--- src/rtl/rom_arbiter.sv ---
// Two-port arbiter in front of a single synchronous ROM.
// Each grant performs one three-cycle read and returns the data with a one-cycle ack.
module rom_arbiter #(
  parameter int KB    = 16,
  parameter int FIXED = 0,
  localparam int AW   = $clog2(KB * 1024)
) (
  input  logic          clock,
  input  logic          reset,
  input  logic          req0,
  input  logic [AW-1:0] a0,
  output logic          ack0,
  output logic [7:0]    q0,
  input  logic          req1,
  input  logic [AW-1:0] a1,
  output logic          ack1,
  output logic [7:0]    q1,
  output logic [AW-1:0] rom_a,
  input  logic [7:0]    rom_q,
  output logic          busy
);

  typedef enum logic [1:0] {StIdle, StRead, StCapture} state_t;

  state_t state;
  logic   g;
  logic   last;
  logic   win;

  // On a tie the port not served last wins, unless port 0 has fixed priority.
  always_comb begin
    win = 1'b0;
    if (req0 && req1) begin
      win = (FIXED != 0) ? 1'b0 : ~last;
    end else begin
      win = req1;
    end
  end

  always_ff @(posedge clock or posedge reset) begin
    if (reset) begin
      state <= StIdle;
      rom_a <= '0;
      g     <= 1'b0;
      last  <= 1'b1;
      ack0  <= 1'b0;
      ack1  <= 1'b0;
      q0    <= 8'h00;
      q1    <= 8'h00;
    end else begin
      ack0 <= 1'b0;
      ack1 <= 1'b0;
      case (state)
        StIdle: begin
          if (req0 || req1) begin
            g     <= win;
            rom_a <= win ? a1 : a0;
            state <= StRead;
          end
        end
        StRead: begin
          state <= StCapture;
        end
        StCapture: begin
          if (g) begin
            q1   <= rom_q;
            ack1 <= 1'b1;
          end else begin
            q0   <= rom_q;
            ack0 <= 1'b1;
          end
          last  <= g;
          state <= StIdle;
        end
        default: begin
          state <= StIdle;
        end
      endcase
    end
  end

  assign busy = (state != StIdle);

endmodule
--- config.mk ---
export PLATFORM = sky130hd
export DESIGN_NAME = rom_arbiter
export DESIGN_NICKNAME = d
export VERILOG_FILES = /design/src/rtl/rom_arbiter.sv
export SDC_FILE = /design/constraint.sdc
export NUM_CORES = 1
export LEC_CHECK = 0
export BUFFER_PORTS_ARGS = -buffer_cell sky130_fd_sc_hd__buf_4
export CORE_ASPECT_RATIO = 0.75
export CORE_UTILIZATION = 35
export CTS_BUF_LIST = sky130_fd_sc_hd__clkbuf_16
export DETAILED_ROUTE_END_ITERATION = 8
export PLACE_DENSITY = 0.66
export REMOVE_ABC_BUFFERS = 1
export SYNTH_ARGS = -nofsm -noshare
export SYNTH_HDL_FRONTEND = slang
export SYNTH_SLANG_ARGS = --single-unit
--- constraint.sdc ---
create_clock -name clock -period 1.5 [get_ports clock]
set_input_delay 0.225 -clock clock [delete_from_list [all_inputs] [get_ports clock]]
set_output_delay 0.225 -clock clock [all_outputs]
set_load 0.01 [all_outputs]
==> results.cfg, run 1 <==
[clock_network]
clock_sinks = 36
worstSkewPairLatency_ns = 0.27
htreeDepth = 2
numCtsBuffers = 5
clock_path_buffers = 2
cts_tree = built
cts-root-buf = clkbuf_16
clk_pin_slew_ns = 0.05
cts-hold-fix-buffers = 0

[finish]
multi_input_area_um2 = 616
post-route-util_pct = 56.9
layout-drive-gt1-share_pct = 72.6
nNetsFinal = 219
syn2layout_area_growth_pct = 52.6
diodes = 0
num-fill-cells = 364
seqCellArea_um2 = 902

[routing]
drtIter0Drc = 19
drt_first_pass_iters = 4
viasPerCell = 4.45
wl_per_cell_um = 12.9
vias = 1042
ant_nets = 0
post-route-drc-count = 0
finalWirelength_mm = 3.03

[setup_path]
crit_path_start = last$_DFFE_PP1N_
path_cells = a21bo_4, buf_12, mux2_4, mux2_2
worst_setup_path_end_kind = flop
path_class = reg2reg
crit_required_ns = 1.65
worstPathArrival_ns = 1.65
r2r_start = last$_DFFE_PP1N_
critPathTopFamily = multiplexers
max_stage_delay_ns = 0.54
worst_setup_path_start_kind = flop
path_max_fanout = 10
slowest_stage = dfstp_2
crit_buf_inv = 1

[floorplanning]
start_util_pct = 37.3
fp-row-count = 20
core_mm2 = 0.00413
boundaryPins = 73
fp.dieH_um = 59.4
die_area_mm2 = 0.00467
die_w_um = 78.6

[logic_synthesis]
netlist_area_mm2 = 0.00154
synth_cell_type_count = 17
yosysTopAreaCell = dfrtp_1
ys_warn_count = 0
synth_edf_count = 0
avgSynthCellArea_um2 = 15.7
synth_area_leaders = dfrtp_1 57%, mux2_2 26%, mux2_4 8.8%
ys_seq_area_share_pct = 58.6
async_reset_ff_share_pct = 100
yosys-top-cells-count = 35 x dfrtp_1, 35 x mux2_2, 9 x mux2_4
ys_seq_elements = 36
ys.flop_type = dfrtp_1
synth_cells = 98
post-synth-top-area-fraction_pct = 56.9

[flow_run]
max_cap_violations = 0

[timing]
period_share_pct = 100
finalSetupTns_ns = -0.000101
finalHoldViolCount = 0
setup_slack_ns = -0.000101
rsz0062_at_grt = yes
worstMarginPinSlew_ns = 0.443
timing.final.crit_period_ns = 1.50
slew_headroom_pct = 70.5
finalSetupViolCount = 1
drv_slew = 0
skew_ns = 0.00324
fin_hold_ws_ns = 0.0557
fmax_mhz = 667

[power_and_ir_drop]
p_per_area_mw_per_mm2 = 2020
leakage_uw = 0.00117
peakVddDrop_uv = 859
totalPowerFinal_uw = 4740

[placement]
place.detailed.hpwl_mm = 2.27
port_buffers = 72
gp_congestion = 0.672
pre_cts_ws_ns = -0.0496

[global_routing]
grt_max_degree = 37
grt_overflow = 0
track_usage_pct = 13.7
grt_pass1_vias = 999
grt_first_pass_wirelength_mm = 4.76
grt_antenna_before_repair = 0

[min_path]
hold_path.class = in2async

[outcome]
violations = setup timing
outcome = complete, but fails checks
-- worst paths after layout --
path,to,slack [ns],cells after the start
max,rom_a[11]$_DFFE_PP0P_,-0.0001,4
min,q1[1]$_DFFE_PP0P_,0.06,3
max reg2reg,rom_a[11]$_DFFE_PP0P_,-0.0001,4
min reg2reg,last$_DFFE_PP1N_,0.48,2
max in group asynchronous,last$_DFFE_PP1N_,1.10,3
min in group clock,q1[7]$_DFFE_PP0P_,0.20,2
-- report_power, final --
group	internal (uW)	leakage [uW]	switching (uW)	total [uW]
clock network	592	0.0000648	326	918
logic	1290	0.000680	804	2090
registers	1470	0.000426	258	1730
-- registers in the layout (all words and copies together), names as in the netlist --
register  cells
rom_a        14
q0            8
q1            8
state         2
ack0          1
ack1          1
g             1
last          1
-- what timing repair did --
| item | in CTS | in global routing |
|---|---|---|
| endpoints found under the setup margin | 14 | 13 |
| gates cloned | 0 | 0 |
| hold endpoints to repair | 0 | 0 |
| gates resized for setup | 4 | 3 |
| buffers inserted | 0 | 0 |
-- cell families after synthesis --
group                  after synthesis  share of synthesized area (%)
flip-flops                          36                           58.6
multiplexers                        44                           34.4
AO/OA/AOI/OAI                        3                           1.54
buffers and inverters                8                           3.01
AND/OR/NAND/NOR                      7                           2.44
-- layout by cell type (no fill, tap or decap) --
cell	instances
buf_4	75
dfrtp_1	35
mux2_2	30
mux2_4	14
clkbuf_16	5
inv_1	4
nand2_1	2
clkinv_1	2
buf_12	2
nor2_1	1
o21ai_1	1
a21bo_4	1
o2bb2ai_1	1
nor2b_1	1
nand3b_1	1
nand2b_1	1
nor2_2	1
dfstp_2	1
buf_6	1
-- worst min-delay path, stage by stage --
cell and delay [ns]:
buf_4 0.10, inv_1 0.04, buf_4 0.38
-- per-stage QoR --
stage / std cells / area (um2)
after floorplan: 94 / 1510
after global placement: 227 / 2190
after detailed placement: 227 / 2190
after CTS: 234 / 2340
after global routing: 234 / 2350
final: 234 / 2350
-- layout make-up --
class,count,area share [%]
Clock buffer,5,5.33
Clock inverter,2,0.320
Inverter,4,0.639
Multi-Input combinational cell,54,26.2
Sequential cell,36,38.4
Tap cell,55,2.93
Timing Repair Buffer,78,26.2
-- metal layers --
metal	vias to the layer above	global-route usage (%)	part of all wire (%)
met5	-	0	0
met3	2	3.08	6.0
li1	503	-	-
met2	35	20.6	46
met4	0	7.14	1.1
met1	502	18.7	47
Power figures use the tool's default switching activity.
==> inputs of run 2 (changes only) <==
--- a/config.mk
+++ b/config.mk
@@ -10,6 +10,7 @@
 export CORE_UTILIZATION = 35
 export CTS_BUF_LIST = sky130_fd_sc_hd__clkbuf_16
 export DETAILED_ROUTE_END_ITERATION = 8
+export MAX_ROUTING_LAYER = met4
 export PLACE_DENSITY = 0.66
 export REMOVE_ABC_BUFFERS = 1
 export SYNTH_ARGS = -nofsm -noshare
==> results.cfg, run 2 (synthesis gave the netlist of run 1 again) <==
[outcome]
violations = setup timing
outcome = complete, but fails checks

[power_and_ir_drop]
p_comb_share_pct = 44.4
power.switching_uw = 1390
p_int_uw = 3370
swShare_pct = 29.2
seq_power_share_pct = 36.4
leakage_uw = 0.00118
p_clk_share_pct = 19.2
peakVddDrop_uv = 881
p_per_area_mw_per_mm2 = 2010

[finish]
largest_reg_flops = 14
seqCellArea_um2 = 902
nNetsFinal = 220
layout-drive-gt1-share_pct = 72.8
multi_input_area_um2 = 616
layout_commonest_cell = buf_4
num-fill-cells = 361
final_cells = 235
syn2layout_area_growth_pct = 54.2
top_regs = rom_a: 14 flops, q0: 8 flops, q1: 8 flops
top_register = rom_a
diodes = 0
most-common-layout-cells = 75 x buf_4, 35 x dfrtp_1, 30 x mux2_2

[clock_network]
post_cts_buffers = 0
clock_path_buffers = 2
cts-root-buf = clkbuf_16
clk_pin_slew_ns = 0.05
htreeDepth = 2
worstSkewPairLatency_ns = 0.27
clock_sinks = 36
numCtsBuffers = 5
cts_tree = built
cts-hold-fix-buffers = 0

[routing]
vias = 1050
finalWirelength_mm = 3.07
drtIter0Drc = 29
viasPerCell = 4.47
drt_first_pass_iters = 4
ant_nets = 0
wl_per_cell_um = 13.0
post-route-drc-count = 0

[timing]
timing.final.crit_period_ns = 1.52
period_share_pct = 101
fmax_mhz = 657
drv_slew = 0
finalHoldViolCount = 0
rsz0062_at_grt = yes
worstMarginPinSlew_ns = 0.431
setup_slack_ns = -0.0223
slew_headroom_pct = 71.3
finalSetupViolCount = 10
skew_ns = 0.00376

[setup_path]
worst_setup_path_end_kind = flop
path_class = reg2reg
worst_setup_path_start_kind = flop
crit_required_ns = 1.65
path_max_fanout = 5
rr_worst_depth = 4
worstPathArrival_ns = 1.67

[floorplanning]
die_w_um = 78.6
fp-row-count = 20
fp.dieH_um = 59.4
core_mm2 = 0.00413
die_area_mm2 = 0.00467
boundaryPins = 73
start_util_pct = 37.3

[global_routing]
grt_max_degree = 37
grt_overflow = 0
track_usage_pct = 14.1
grt_pass1_vias = 999
grt_first_pass_wirelength_mm = 4.75
grt_antenna_before_repair = 0

[placement]
port_buffers = 72
dp.cells = 227
gp_congestion = 0.678
place.detailed.hpwl_mm = 2.27
pre_cts_ws_ns = -0.0496

[min_path]
hold_path.class = in2async

[flow_run]
max_cap_violations = 0
## run 2: path summary, 6_finish.rpt
path,start,to,slack [ns]
worst max-delay path,last$_DFFE_PP1N_,rom_a[13]$_DFFE_PP0P_,-0.02
worst min-delay path,reset,q1[1]$_DFFE_PP0P_,0.06
worst max register to register,last$_DFFE_PP1N_,rom_a[13]$_DFFE_PP0P_,-0.02
worst min register to register,last$_DFFE_PP1N_,last$_DFFE_PP1N_,0.48
max in group asynchronous,reset,last$_DFFE_PP1N_,1.11
min in group clock,rom_q[7],q1[7]$_DFFE_PP0P_,0.20
## run 2: power by group through the flow
stage	clock network [uW]	logic (uW)	registers, uW
final	915	2120	1730
after global routing	994	2270	1800
after CTS	942	2120	1740
after detailed placement	0	2100	1750
after global placement	0	2070	1720
after floorplan	0	848	1920
## run 2: per-layer routing
metal	vias to the layer above	routed length (um)	share of wire, %	GRT usage (%)
li1	505	-	-	-
met1	508	1450	47	18.9
met2	35	1400	46	20.2
met3	2	182	5.9	3.08
met4	0	34	1.1	7.14
met5	-	0	0	-
## run 2: stage by stage
stage               hold slack (ns)  utilization [%]  TNS (ns)  area, um2  total power, uW
finish                       0.0551             57.5    -0.149       2370             4770
global route                  0.108             57.5    -0.594       2370             5060
CTS                          0.0721             56.6   -0.0802       2340             4800
detailed placement            0.359             53.0    -0.432       2190             3850
global placement              0.357             53.0    -0.136       2190             3780
floorplan                     0.376                -     -2.74       1510             2770
## run 2: repair_timing
| action | CTS | global route |
|---|---|---|
| gates resized for setup | 4 | 3 |
| cloned | 0 | 1 |
| pin swaps | 0 | 1 |
| endpoints found under the setup margin | 14 | 13 |
## run 2: area by class of cell
class,instances,share of cell area [%]
Timing Repair Buffer,79,26.9
Multi-Input combinational cell,54,25.9
Clock buffer,5,5.27
Clock inverter,2,0.316
Inverter,4,0.633
Tap cell,55,2.90
Sequential cell,36,38.0
## run 2: critical path, stage by stage, from the launching register on
cell and delay [ns]:
dfstp_2 0.54, a21bo_4 0.17, clkbuf_16 0.16, mux2_4 0.29, mux2_2 0.26
==> inputs of run 3 (changes only) <==
==> config.mk (replaced) <==
export PLATFORM = sky130hd
export DESIGN_NAME = rom_arbiter
export DESIGN_NICKNAME = d
export VERILOG_FILES = /design/src/rtl/rom_arbiter.sv
export SDC_FILE = /design/constraint.sdc
export NUM_CORES = 1
export LEC_CHECK = 0
export CORE_ASPECT_RATIO = 0.75
export CORE_UTILIZATION = 25
export CTS_BUF_LIST = sky130_fd_sc_hd__clkbuf_16
export DETAILED_ROUTE_END_ITERATION = 8
export DONT_BUFFER_PORTS = 1
export MAX_ROUTING_LAYER = met4
export REMOVE_ABC_BUFFERS = 1
export SYNTH_ARGS = -nofsm -noshare
export SYNTH_HDL_FRONTEND = slang
export SYNTH_SLANG_ARGS = --single-unit
==> results.cfg, run 3 (synthesis gave the netlist of run 1 again) <==
[power_and_ir_drop]
p_int_uw = 2960
peakVddDrop_uv = 567
p_clk_share_pct = 22.4
p_comb_share_pct = 31.2
leakage_uw = 0.000913
p_per_area_mw_per_mm2 = 2250
seq_power_share_pct = 46.4
swShare_pct = 32.3
power.switching_uw = 1410

[timing]
worstMarginPinSlew_ns = 0.463
finalHoldViolCount = 0
slew_headroom_pct = 69.2
finalSetupViolCount = 14
timing.final.crit_period_ns = 1.55
fmax_mhz = 646
skew_ns = 0.00518
setup_slack_ns = -0.0469
rsz0062_at_grt = yes
period_share_pct = 103
drv_slew = 0

[global_routing]
grt_max_degree = 37
grt_overflow = 0
grt_pass1_vias = 998
grt_antenna_before_repair = 0
grt_first_pass_wirelength_mm = 5.33
track_usage_pct = 11.3

[placement]
post_dp_cell_area_mm2 = 0.00169
port_buffers = 0
gp_congestion = 0.658
place.detailed.hpwl_mm = 2.37
dp.cells = 178

[routing]
drtIter0Drc = 45
post-route-drc-count = 0
vias = 852
wl_per_cell_um = 17.9
drt_first_pass_iters = 4
finalWirelength_mm = 3.38
ant_nets = 0
viasPerCell = 4.51

[floorplanning]
core_mm2 = 0.00589
die_w_um = 92.6
start_util_pct = 26.1
die_area_mm2 = 0.00648
fp-row-count = 24
fp.dieH_um = 70.0
boundaryPins = 73

[finish]
most-common-layout-cells = 35 x dfrtp_1, 27 x mux2_4, 17 x mux2_2
top_regs = rom_a: 14 flops, q0: 8 flops, q1: 8 flops
diodes = 0
num-fill-cells = 597
top_register = rom_a
largest_reg_flops = 14
multi_input_area_um2 = 664
final_cells = 189
syn2layout_area_growth_pct = 26.4
layout-drive-gt1-share_pct = 55.9
fin_area_mm2 = 0.00195
nNetsFinal = 150
layout_commonest_cell = dfrtp_1
seqCellArea_um2 = 902

[clock_network]
clk_pin_slew_ns = 0.06
worstSkewPairLatency_ns = 0.28
htreeDepth = 2
clock_path_buffers = 2
numCtsBuffers = 5
cts_tree = built
cts-root-buf = clkbuf_16
clock_sinks = 36

[outcome]
violations = setup timing
outcome = complete, but fails checks

[setup_path]
worst_setup_path_end_kind = flop
path_max_fanout = 8
crit_required_ns = 1.66
path_class = reg2reg
worstPathArrival_ns = 1.71
worst_setup_path_start_kind = flop

[flow_run]
max_cap_violations = 0

[min_path]
hold_path.class = in2reg
[run 3: cell types whose count changed in the layout (fill, tap and decap cells not counted), moves of 2 or more]
| cell | change |
|---|---|
| buf_4 | -71 |
| clkinv_2 | +2 |
| mux2_2 | -13 |
| mux2_4 | +13 |
[run 3: stage by stage]
step	util, %	setup TNS, ns	total power [uW]	hold slack (ns)	setup WS, ns
CTS	32.5	-0.515	4330	0.0921	-0.0595
floorplan	-	-2.74	2770	0.376	-0.228
global route	33.1	-0.796	4630	0.0886	-0.0771
finish	33.1	-0.401	4380	0.0963	-0.0469
global placement	28.7	-0.0468	3100	0.247	-0.0122
detailed placement	28.7	-0.435	3200	0.260	-0.0617
[run 3: area by class of cell]
cell class	count	share of cell area (%)
clock buffer	5	6.43
clock inverter	3	0.707
inverter	4	0.772
multi-input combinational	54	34.1
sequential	36	46.4
tap	78	5.02
timing repair buffer	9	6.56
[run 3: worst paths after layout]
| check | start | endpoint | slack (ns) | cells after the start |
|---|---|---|---|---|
| max | last$_DFFE_PP1N_ | rom_a[10]$_DFFE_PP0P_ | -0.05 | 4 |
| min in group asynchronous | reset | rom_a[11]$_DFFE_PP0P_ | 0.53 | 3 |
| max in group asynchronous | reset | last$_DFFE_PP1N_ | 0.63 | 3 |
| min | rom_q[2] | q1[2]$_DFFE_PP0P_ | 0.1 | 1 |
| min reg2reg | last$_DFFE_PP1N_ | last$_DFFE_PP1N_ | 0.48 | 2 |
| max reg2reg | last$_DFFE_PP1N_ | rom_a[10]$_DFFE_PP0P_ | -0.05 | 4 |
[run 3: layer usage]
layer  vias up  share of wire (%)  GRT usage, %
li1        363                  -             -
met1       443                 39          12.7
met2        35                 52          17.5
met3        11                5.8          4.03
met4         0                3.1          6.60
met5         -                  0             -
[run 3: power by group through the flow]
stage	registers [uW]	clock network, uW	logic [uW]
after floorplan	1920	0	848
after global placement	2010	0	1090
after detailed placement	2050	0	1150
after CTS	2040	1020	1270
after global routing	2100	1070	1470
final	2030	979	1360
[run 3: worst max-delay path: stages (launching register included)]
cell and delay (ns):
dfstp_2 0.54, a21bo_4 0.16, buf_12 0.15, mux2_4 0.31, mux2_4 0.27
[run 3: timing repair]
item,4_1_cts,5_1_grt
pin swaps,1,1
hold endpoints to repair,35,0
gates cloned,1,0
buffers inserted,1,0
endpoints found under the setup margin,14,14
hold buffers,1,0
gates resized for setup,11,9
